File: src/rtl/mem_access_unit.sv
// Memory access stage: passes ALU results to writeback, issues data-memory
// requests for aligned loads/stores, waits for ack with a bounded timeout.
module mem_access_unit #(
  parameter int unsigned MAX_WAIT = 255
) (
  input  logic        clk,
  input  logic        rst,
  input  logic        ex_valid,
  output logic        ex_ready,
  input  logic [63:0] alu_result,
  input  logic [63:0] store_data,
  input  logic        mem_read,
  input  logic        mem_write,
  input  logic        reg_write,
  input  logic [4:0]  rd,
  output logic        dmem_req,
  output logic        dmem_we,
  output logic [63:0] dmem_addr,
  output logic [63:0] dmem_wdata,
  input  logic        dmem_ack,
  input  logic [63:0] dmem_rdata,
  output logic        wb_valid,
  output logic        wb_reg_write,
  output logic [4:0]  wb_rd,
  output logic [63:0] wb_data,
  output logic        err,
  output logic [1:0]  err_code
);

  typedef enum logic {StIdle, StWaitAck} state_t;

  // Timeout fires at the end of the MAX_WAIT-th waiting cycle.
  localparam logic [7:0] LastCnt = 8'(MAX_WAIT - 1);

  localparam logic [1:0] ErrMisalign = 2'b01;
  localparam logic [1:0] ErrTimeout  = 2'b10;
  localparam logic [1:0] ErrIllegal  = 2'b11;

  state_t      r_state, w_state_nxt;
  logic [7:0]  r_cnt, w_cnt_nxt;
  logic        r_req, w_req_nxt;
  logic        r_we, w_we_nxt;
  logic [63:0] r_addr, w_addr_nxt;
  logic [63:0] r_wdata, w_wdata_nxt;
  logic        r_is_load, w_is_load_nxt;
  logic [4:0]  r_op_rd, w_op_rd_nxt;
  logic        r_op_rw, w_op_rw_nxt;
  logic        r_wb_valid, w_wb_valid_nxt;
  logic        r_wb_rw, w_wb_rw_nxt;
  logic [4:0]  r_wb_rd, w_wb_rd_nxt;
  logic [63:0] r_wb_data, w_wb_data_nxt;
  logic        r_err, w_err_nxt;
  logic [1:0]  r_err_code, w_err_code_nxt;

  // Next-state and registered-output decode.
  always_comb begin
    w_state_nxt    = r_state;
    w_cnt_nxt      = r_cnt;
    w_req_nxt      = r_req;
    w_we_nxt       = r_we;
    w_addr_nxt     = r_addr;
    w_wdata_nxt    = r_wdata;
    w_is_load_nxt  = r_is_load;
    w_op_rd_nxt    = r_op_rd;
    w_op_rw_nxt    = r_op_rw;
    w_wb_valid_nxt = 1'b0;
    w_wb_rw_nxt    = 1'b0;
    w_wb_rd_nxt    = r_wb_rd;
    w_wb_data_nxt  = r_wb_data;
    w_err_nxt      = 1'b0;
    w_err_code_nxt = 2'b00;
    unique case (r_state)
      StIdle: begin
        if (ex_valid) begin
          if (!mem_read && !mem_write) begin
            w_wb_valid_nxt = 1'b1;
            w_wb_rw_nxt    = reg_write && (rd != 5'd31);
            w_wb_rd_nxt    = rd;
            w_wb_data_nxt  = alu_result;
          end else if (mem_read && mem_write) begin
            w_wb_valid_nxt = 1'b1;
            w_wb_rd_nxt    = rd;
            w_wb_data_nxt  = alu_result;
            w_err_nxt      = 1'b1;
            w_err_code_nxt = ErrIllegal;
          end else if (alu_result[2:0] != 3'b000) begin
            w_wb_valid_nxt = 1'b1;
            w_wb_rd_nxt    = rd;
            w_wb_data_nxt  = alu_result;
            w_err_nxt      = 1'b1;
            w_err_code_nxt = ErrMisalign;
          end else begin
            w_state_nxt   = StWaitAck;
            w_cnt_nxt     = 8'd0;
            w_req_nxt     = 1'b1;
            w_we_nxt      = mem_write;
            w_addr_nxt    = alu_result;
            w_wdata_nxt   = store_data;
            w_is_load_nxt = mem_read;
            w_op_rd_nxt   = rd;
            w_op_rw_nxt   = reg_write;
          end
        end
      end
      StWaitAck: begin
        // Ack takes priority over a timeout landing on the same edge.
        if (dmem_ack) begin
          w_state_nxt    = StIdle;
          w_req_nxt      = 1'b0;
          w_we_nxt       = 1'b0;
          w_wb_valid_nxt = 1'b1;
          w_wb_rd_nxt    = r_op_rd;
          w_wb_rw_nxt    = r_is_load && r_op_rw && (r_op_rd != 5'd31);
          w_wb_data_nxt  = r_is_load ? dmem_rdata : r_addr;
        end else if (r_cnt == LastCnt) begin
          w_state_nxt    = StIdle;
          w_req_nxt      = 1'b0;
          w_we_nxt       = 1'b0;
          w_wb_valid_nxt = 1'b1;
          w_wb_rd_nxt    = r_op_rd;
          w_err_nxt      = 1'b1;
          w_err_code_nxt = ErrTimeout;
        end else begin
          w_cnt_nxt = r_cnt + 8'd1;
        end
      end
      default: w_state_nxt = StIdle;
    endcase
  end

  // State and output registers with synchronous reset.
  always_ff @(posedge clk) begin
    if (rst) begin
      r_state    <= StIdle;
      r_cnt      <= 8'd0;
      r_req      <= 1'b0;
      r_we       <= 1'b0;
      r_addr     <= 64'd0;
      r_wdata    <= 64'd0;
      r_is_load  <= 1'b0;
      r_op_rd    <= 5'd0;
      r_op_rw    <= 1'b0;
      r_wb_valid <= 1'b0;
      r_wb_rw    <= 1'b0;
      r_wb_rd    <= 5'd0;
      r_wb_data  <= 64'd0;
      r_err      <= 1'b0;
      r_err_code <= 2'b00;
    end else begin
      r_state    <= w_state_nxt;
      r_cnt      <= w_cnt_nxt;
      r_req      <= w_req_nxt;
      r_we       <= w_we_nxt;
      r_addr     <= w_addr_nxt;
      r_wdata    <= w_wdata_nxt;
      r_is_load  <= w_is_load_nxt;
      r_op_rd    <= w_op_rd_nxt;
      r_op_rw    <= w_op_rw_nxt;
      r_wb_valid <= w_wb_valid_nxt;
      r_wb_rw    <= w_wb_rw_nxt;
      r_wb_rd    <= w_wb_rd_nxt;
      r_wb_data  <= w_wb_data_nxt;
      r_err      <= w_err_nxt;
      r_err_code <= w_err_code_nxt;
    end
  end

  assign ex_ready     = (r_state == StIdle);
  assign dmem_req     = r_req;
  assign dmem_we      = r_we;
  assign dmem_addr    = r_addr;
  assign dmem_wdata   = r_wdata;
  assign wb_valid     = r_wb_valid;
  assign wb_reg_write = r_wb_rw;
  assign wb_rd        = r_wb_rd;
  assign wb_data      = r_wb_data;
  assign err          = r_err;
  assign err_code     = r_err_code;

endmodule
File: config.mk
export PLATFORM = sky130hd
export DESIGN_NAME = mem_access_unit
export DESIGN_NICKNAME = d
export VERILOG_FILES = /design/src/rtl/mem_access_unit.sv
export SDC_FILE = /design/constraint.sdc
export NUM_CORES = 1
export LEC_CHECK = 0
export CORE_AREA = 5 5 154 156
export CTS_CLUSTER_DIAMETER = 30
export CTS_CLUSTER_SIZE = 40
export DETAILED_ROUTE_END_ITERATION = 10
export DIE_AREA = 0 0 159 161
export PLACE_DENSITY = 0.79
export SKIP_LAST_GASP = 1
export SYNTH_ARGS = -nofsm -noshare
export SYNTH_HDL_FRONTEND = slang
export SYNTH_SLANG_ARGS = --single-unit
File: constraint.sdc
create_clock -name clk -period 3 [get_ports clk]
set_input_delay 0.6 -clock clk [delete_from_list [all_inputs] [get_ports clk]]
set_output_delay 0.6 -clock clk [all_outputs]
set_load 0.02 [all_outputs]
==> results of run 1 <==
[area by class of cell]
cell class | instances | area, um2 | share of cell area
inverters | 2 | 7.507 | 0.0004985
clock buffers | 56 | 1227 | 0.08150
clock inverters | 26 | 332.8 | 0.02210
multi-input cells | 811 | 4379 | 0.2908
repair buffers | 426 | 4345 | 0.2885
flip-flops and latches | 220 | 4412 | 0.2929
well taps | 285 | 356.6 | 0.02368
[placed cells by master (no fill, tap or decap), types with 7 or more instances in the layout]
cell | Yosys | final
a21oi_1 | 208 | 207
dfxtp_1 | 220 | 218
clkbuf_16 | 0 | 45
clkdlybuf4s50_1 | 0 | 407
buf_4 | 8 | 8
inv_6 | 0 | 7
nand2_1 | 339 | 338
nand3_1 | 74 | 73
mux2i_1 | 69 | 69
buf_12 | 0 | 10
o221ai_1 | 64 | 64
[worst paths after layout]
kind / from / to / depth (start not counted)
setup / recovery: r_state$_SDFF_PP0_ / ex_ready / 2
hold / removal: dmem_wdata[42]$_SDFFE_PP0P_ / dmem_wdata[42]$_SDFFE_PP0P_ / 2
setup reg to reg: r_state$_SDFF_PP0_ / wb_data[3]$_SDFFE_PP0P_ / 4
hold reg to reg: dmem_wdata[42]$_SDFFE_PP0P_ / dmem_wdata[42]$_SDFFE_PP0P_ / 2
[worst reg2reg max path, stage by stage, from the launching register on]
cell and delay (ns):
dfxtp_4 0.71, and2_2 0.52, buf_12 0.31, o221ai_1 0.27, a21oi_1 0.20
[power by group through the flow]
stage	sequential, mW	combinational, mW	clock, mW
after CTS	3.08	0.943	5.12
after global routing	3.08	0.999	5.30
after detailed placement	3.13	0.935	0
after floorplan	3.23	0.266	0
after global placement	3.13	0.930	0
final	3.08	0.943	5.06
[state kept, by name, summed over array words and instances, names as in the netlist, 2 cells and up]
register,count
dmem_addr,64
dmem_wdata,64
err_code,2
r_cnt,8
r_op_rd,5
wb_data,64
wb_rd,5
[metal layers]
metal,vias up,share of wire
met2,514,0.48
met4,0,0.045
li1,4722,-
met5,-,0
met3,95,0.088
met1,4621,0.38
[stage by stage]
stage	cells	hold slack (ns)	setup slack, ns
final	1826	0.4497	0.4561
after global routing	1826	0.4706	0.3592
after CTS	1826	0.4517	0.4390
after detailed placement	1744	0.4455	0.3341
after global placement	1744	0.4411	0.3677
after floorplan	1140	0.4370	1.072
[kinds of logic after synthesis]
family / Yosys count / synth area share
AOI/OAI and AO/OA: 292 / 0.1902
and+or+nand+nor: 445 / 0.2004
DFF: 220 / 0.4782
adders and majority gates: 3 / 0.003803
buffers and inverters: 109 / 0.05054
muxes: 69 / 0.07499
xor gates and xnor gates: 2 / 0.001902
==> out/results.tsv, run 1 <==
stage	metric	value	unit
run_status	status	complete, no violations	
synth	synth_cells	1140	
pwr	p_seq_frac	0.339	
layout	diodes	0	
sta	maxSlewHeadroom	0.4658	
synth	synth_common_cells	nand2_1 (339), dfxtp_1 (220), a21oi_1 (208)	
setup_path	r2r_slack	0.91	ns
sta	max_freq	393.1	MHz
route	viasPerCell	5.450	
grt	grtUsageMet3	0.07400	
pwr	swShare	0.2350	
setup_path	crit_fanout	48	
grt	grt.busiest_layer	met2	
synth	syn_nets	1346	
setup_path	critPathKind	reg -> out	
layout	syn_to_final_growth	63.52	%
layout	fin_area	15060	um2
synth	synth_edf_count	0	
synth	yosysMostFrequentCell	nand2_1	
setup_path	cp.required	2.40	ns
setup_path	cp_top_family	flip-flops	
grt	grt_max_degree	71	
floorplanning	fp.dieW	159	um
clock_tree	cts_hold_buffers	0	
sta	hold_viol_final	0	
clock_tree	cts_made_buffers	45	
sta	grt_setup_unrepaired	no	
sta	fin_crit	2.544	ns
route	route.detailed.drc	0	
route	wl	34600	um
synth	netlist_area	9210	um2
route	dr_total_vias	9952	
clock_tree	h-tree-depth	2	
clock_tree	cts_resized	0	
synth	ys_seq_area_frac	0.4782	
clock_tree	postCtsSetupBuffers	0	
floorplanning	die_h	161	um
sta	period_share	0.8480	
setup_path	cp_slowest_cell	dfxtp_4	
synth	yosys.area.top_type_share	0.4782	
worst_hold_path	min_path_type	reg -> reg	
synth	ys_ff_latch	220	
clock_tree	cts_buffer_depth	3	
grt	grtUsageMet2	0.4275	
sta	worstMarginPinSlew	0.8014	ns
sta	fin_worst_skew	0.01774	ns
grt	antenna_found_initial	0	
layout	final_util	0.6776	
grt	track_usage	0.2534	
clock_tree	clockRootBuffer	clkbuf_16	
synth	synth_top_area_cell	dfxtp_1	
synth	synth_area_leaders	dfxtp_1 (48%), nand2_1 (14%), a21oi_1 (11%), mux2i_1 (7.5%), o221ai_1 (6.1%)	
pwr	p_comb_frac	0.104	
sta	finalSetupTns	0	ns
clock_tree	insertion_delay	0.51	ns
clock_tree	cts_sinks	220	
grt	grt_pass1_vias	9900	
pwr	p_int	6.946	mW
grt	gr-total-overflow	0	
pwr	power_switching	2.134	mW
floorplanning	start_util	0.4144	
grt	grt_pass1_wl	54030	um
synth	synth.distinct_cells	36	
route	ant_nets	0	
pwr	cellPowerDensity	602.9	nW/um2
synth	synthFlopType	dfxtp_1	
layout	nFillCells	1760	
sta	maxSlewViolCount	0	
setup_path	arrival	1.94	ns
setup_path	cp_cell_sequence	inv_1, clkdlybuf4s50_1	
clock_tree	cts_tree	yes	
placement	io_buffers	408	
floorplanning	die-area	25600	um2
setup_path	crit_path_end_kind	primary output	
placement	placed_area	13500	um2
clock_tree	clkTransAtPathRegs	0.04	ns
floorplanning	fp.coreArea	22230	um2
setup_path	slowest_delay	0.71	ns
setup_path	startpoint_type	flop	
pwr	vdd_drop_max	382.5	uV
route	dr.pass1.iters	5	
floorplanning	ios	409	
run	cap_violations	0	
route	drt-initial-drc-count	631	
pwr	pwr-share-clk	0.557	
synth	synth.avg_cell_area	8.079	um2
synth	yosysWarnings	0	
pwr	p_leak	4.919	nW
layout	drive_above_1_share	0.06749	
synth	ys_async_sr_fraction	0	
placement	dp_hpwl	22870	um
floorplanning	rows	55	
sta	setup_viol_count_final	0	
setup_path	path_buf_inv	2	
pwr	total_power	9.080	mW
placement	gp_congestion	0.8632	
grt	grt_use_met1	0.3009	
layout	nets	1712	
route	avgRoutedWirePerCell	18.95	um
(Power assumes the default switching activity.)
==> run 2: changes to the inputs <==
--- a/config.mk
+++ b/config.mk
@@ -5,11 +5,11 @@
 export SDC_FILE = /design/constraint.sdc
 export NUM_CORES = 1
 export LEC_CHECK = 0
-export CORE_AREA = 5 5 154 156
+export CORE_MARGIN = 5
+export CORE_UTILIZATION = 42
 export CTS_CLUSTER_DIAMETER = 30
 export CTS_CLUSTER_SIZE = 40
 export DETAILED_ROUTE_END_ITERATION = 10
-export DIE_AREA = 0 0 159 161
 export PLACE_DENSITY = 0.79
 export SKIP_LAST_GASP = 1
 export SYNTH_ARGS = -nofsm -noshare
==> constraint.sdc (replaced) <==
create_clock -name clk -period 2.7 [get_ports clk]
set_input_delay 0.54 -clock clk [delete_from_list [all_inputs] [get_ports clk]]
set_output_delay 0.54 -clock clk [all_outputs]
set_load 0.02 [all_outputs]
==> out/results.tsv, run 2 (synthesized netlist as in run 1, its figures left out) <==
stage	metric	value	unit
route	dr_total_vias	9996	
run_status	status	complete, no violations	
setup_path	critPathKind	reg -> out	
sta	finalSetupTns	0	ns
floorplanning	ios	409	
setup_path	slowest_delay	0.63	ns
sta	worstMarginPinSlew	0.6273	ns
grt	grt_max_degree	80	
route	m1WireLength	12970	um
run	cap_violations	0	
sta	setup_viol_count_final	0	
grt	grt_pass1_vias	9654	
placement	dp_hpwl	23310	um
clock_tree	cts_resized	0	
pwr	cellPowerDensity	671.3	nW/um2
setup_path	crit_fanout	38	
floorplanning	fp.dieW	158.1	um
route	dr.pass1.iters	5	
setup_path	arrival	1.84	ns
floorplanning	die_h	158.1	um
setup_path	startpoint_type	flop	
route	route.detailed.drc	0	
layout	nets	1717	
layout	fin_area	15120	um2
route	drt-initial-drc-count	654	
worst_hold_path	min_path_type	in -> reg	
layout	drive_above_1_share	0.06861	
clock_tree	cts_tree	yes	
clock_tree	cts_made_buffers	44	
layout	layout_common_cells	clkdlybuf4s50_1 (407), nand2_1 (338), dfxtp_1 (218)	
grt	gr-total-overflow	0	
route	wl	34820	um
clock_tree	cts_sinks	220	
clock_tree	clockRootBuffer	clkbuf_16	
grt	antenna_found_initial	1	
pwr	p_leak	4.960	nW
floorplanning	rows	54	
sta	fin_worst_hold_slack	0.4136	ns
floorplanning	fp.coreArea	21690	um2
setup_path	crit_path_end_kind	primary output	
layout	nFillCells	1690	
clock_tree	h-tree-depth	2	
placement	placed_area	13550	um2
sta	period_share	0.8807	
clock_tree	cts_hold_buffers	0	
grt	grt_pass1_wl	52760	um
route	avgRoutedWirePerCell	19.08	um
route	wl_met2	17110	um
placement	gp_congestion	0.8663	
sta	maxSlewViolCount	0	
sta	hold_viol_final	0	
sta	grt_setup_unrepaired	no	
route	ant_nets	0	
pwr	vdd_drop_max	484.3	uV
sta	fin_worst_skew	0.01817	ns
route	met3WireLength	3284	um
clock_tree	cts_buffer_depth	3	
placement	placedCellCount	1745	
layout	diodes	0	
sta	maxSlewHeadroom	0.5818	
setup_path	cp_slowest_cell	dfxtp_4	
clock_tree	postCtsSetupBuffers	0	
grt	track_usage	0.2631	
sta	max_freq	420.5	MHz
layout	final_common_cell	clkdlybuf4s50_1	
layout	layout.cells.non_filler	1825	
clock_tree	insertion_delay	0.50	ns
floorplanning	start_util	0.4247	
route	routed.top_layer	met5	
setup_path	cp.required	2.16	ns
setup_path	cp_cell_sequence	inv_1, clkdlybuf4s50_1	
placement	io_buffers	408	
floorplanning	die-area	24990	um2
route	viasPerCell	5.477	
layout	syn_to_final_growth	64.15	%
clock_tree	clkTransAtPathRegs	0.05	ns
sta	fin_crit	2.378	ns
[run 2: through the flow]
step | setup WS, ns | total power [mW] | utilization
final | 0.3220 | 10.15 | 0.6971
after global routing | 0.2323 | 10.49 | 0.6971
after CTS | 0.2957 | 10.23 | 0.6971
after detailed placement | 0.1083 | 4.525 | 0.6248
after global placement | 0.1593 | 4.514 | 0.6248
after floorplan | 0.8317 | 3.885 | -
[run 2: area by class of cell]
cell class                      instances  area, um2  area share
Sequential cell                       220       4412      0.2918
Timing Repair Buffer                  432       4403      0.2912
Multi-Input combinational cell        811       4379      0.2897
Clock buffer                           58       1235     0.08168
Tap cell                              280      350.3     0.02317
Clock inverter                         22      331.6     0.02193
Inverter                                2      7.507   0.0004966
[run 2: per-layer routing]
layer / vias to the layer above / track usage
met3: 91 / 0.07600
li1: 4729 / -
met1: 4674 / 0.3145
met4: 2 / 0.1052
met2: 500 / 0.4452
met5: - / 0
[run 2: power breakdown]
| part | internal [mW] | switching [mW] |
|---|---|---|
| clock network | 3.96 | 1.71 |
| registers | 3.36 | 0.0630 |
| logic | 0.558 | 0.494 |
[run 2: critical path, delay by kind of cell, from the launching register on]
family | cells | cell delay (ns)
buf+inv | 2 | 0.70
flops | 1 | 0.63
[run 2: path summary, 6_finish.rpt]
check	startpoint	to	slack (ns)	cells after the start
worst max register to register	r_state$_SDFF_PP0_	r_cnt[5]$_SDFFE_PP0P_	0.80	4
worst min register to register	dmem_wdata[37]$_SDFFE_PP0P_	dmem_wdata[37]$_SDFFE_PP0P_	0.45	2
worst max-delay path	r_state$_SDFF_PP0_	ex_ready	0.32	2
worst min-delay path	rst	dmem_addr[24]$_SDFFE_PP0P_	0.41	2
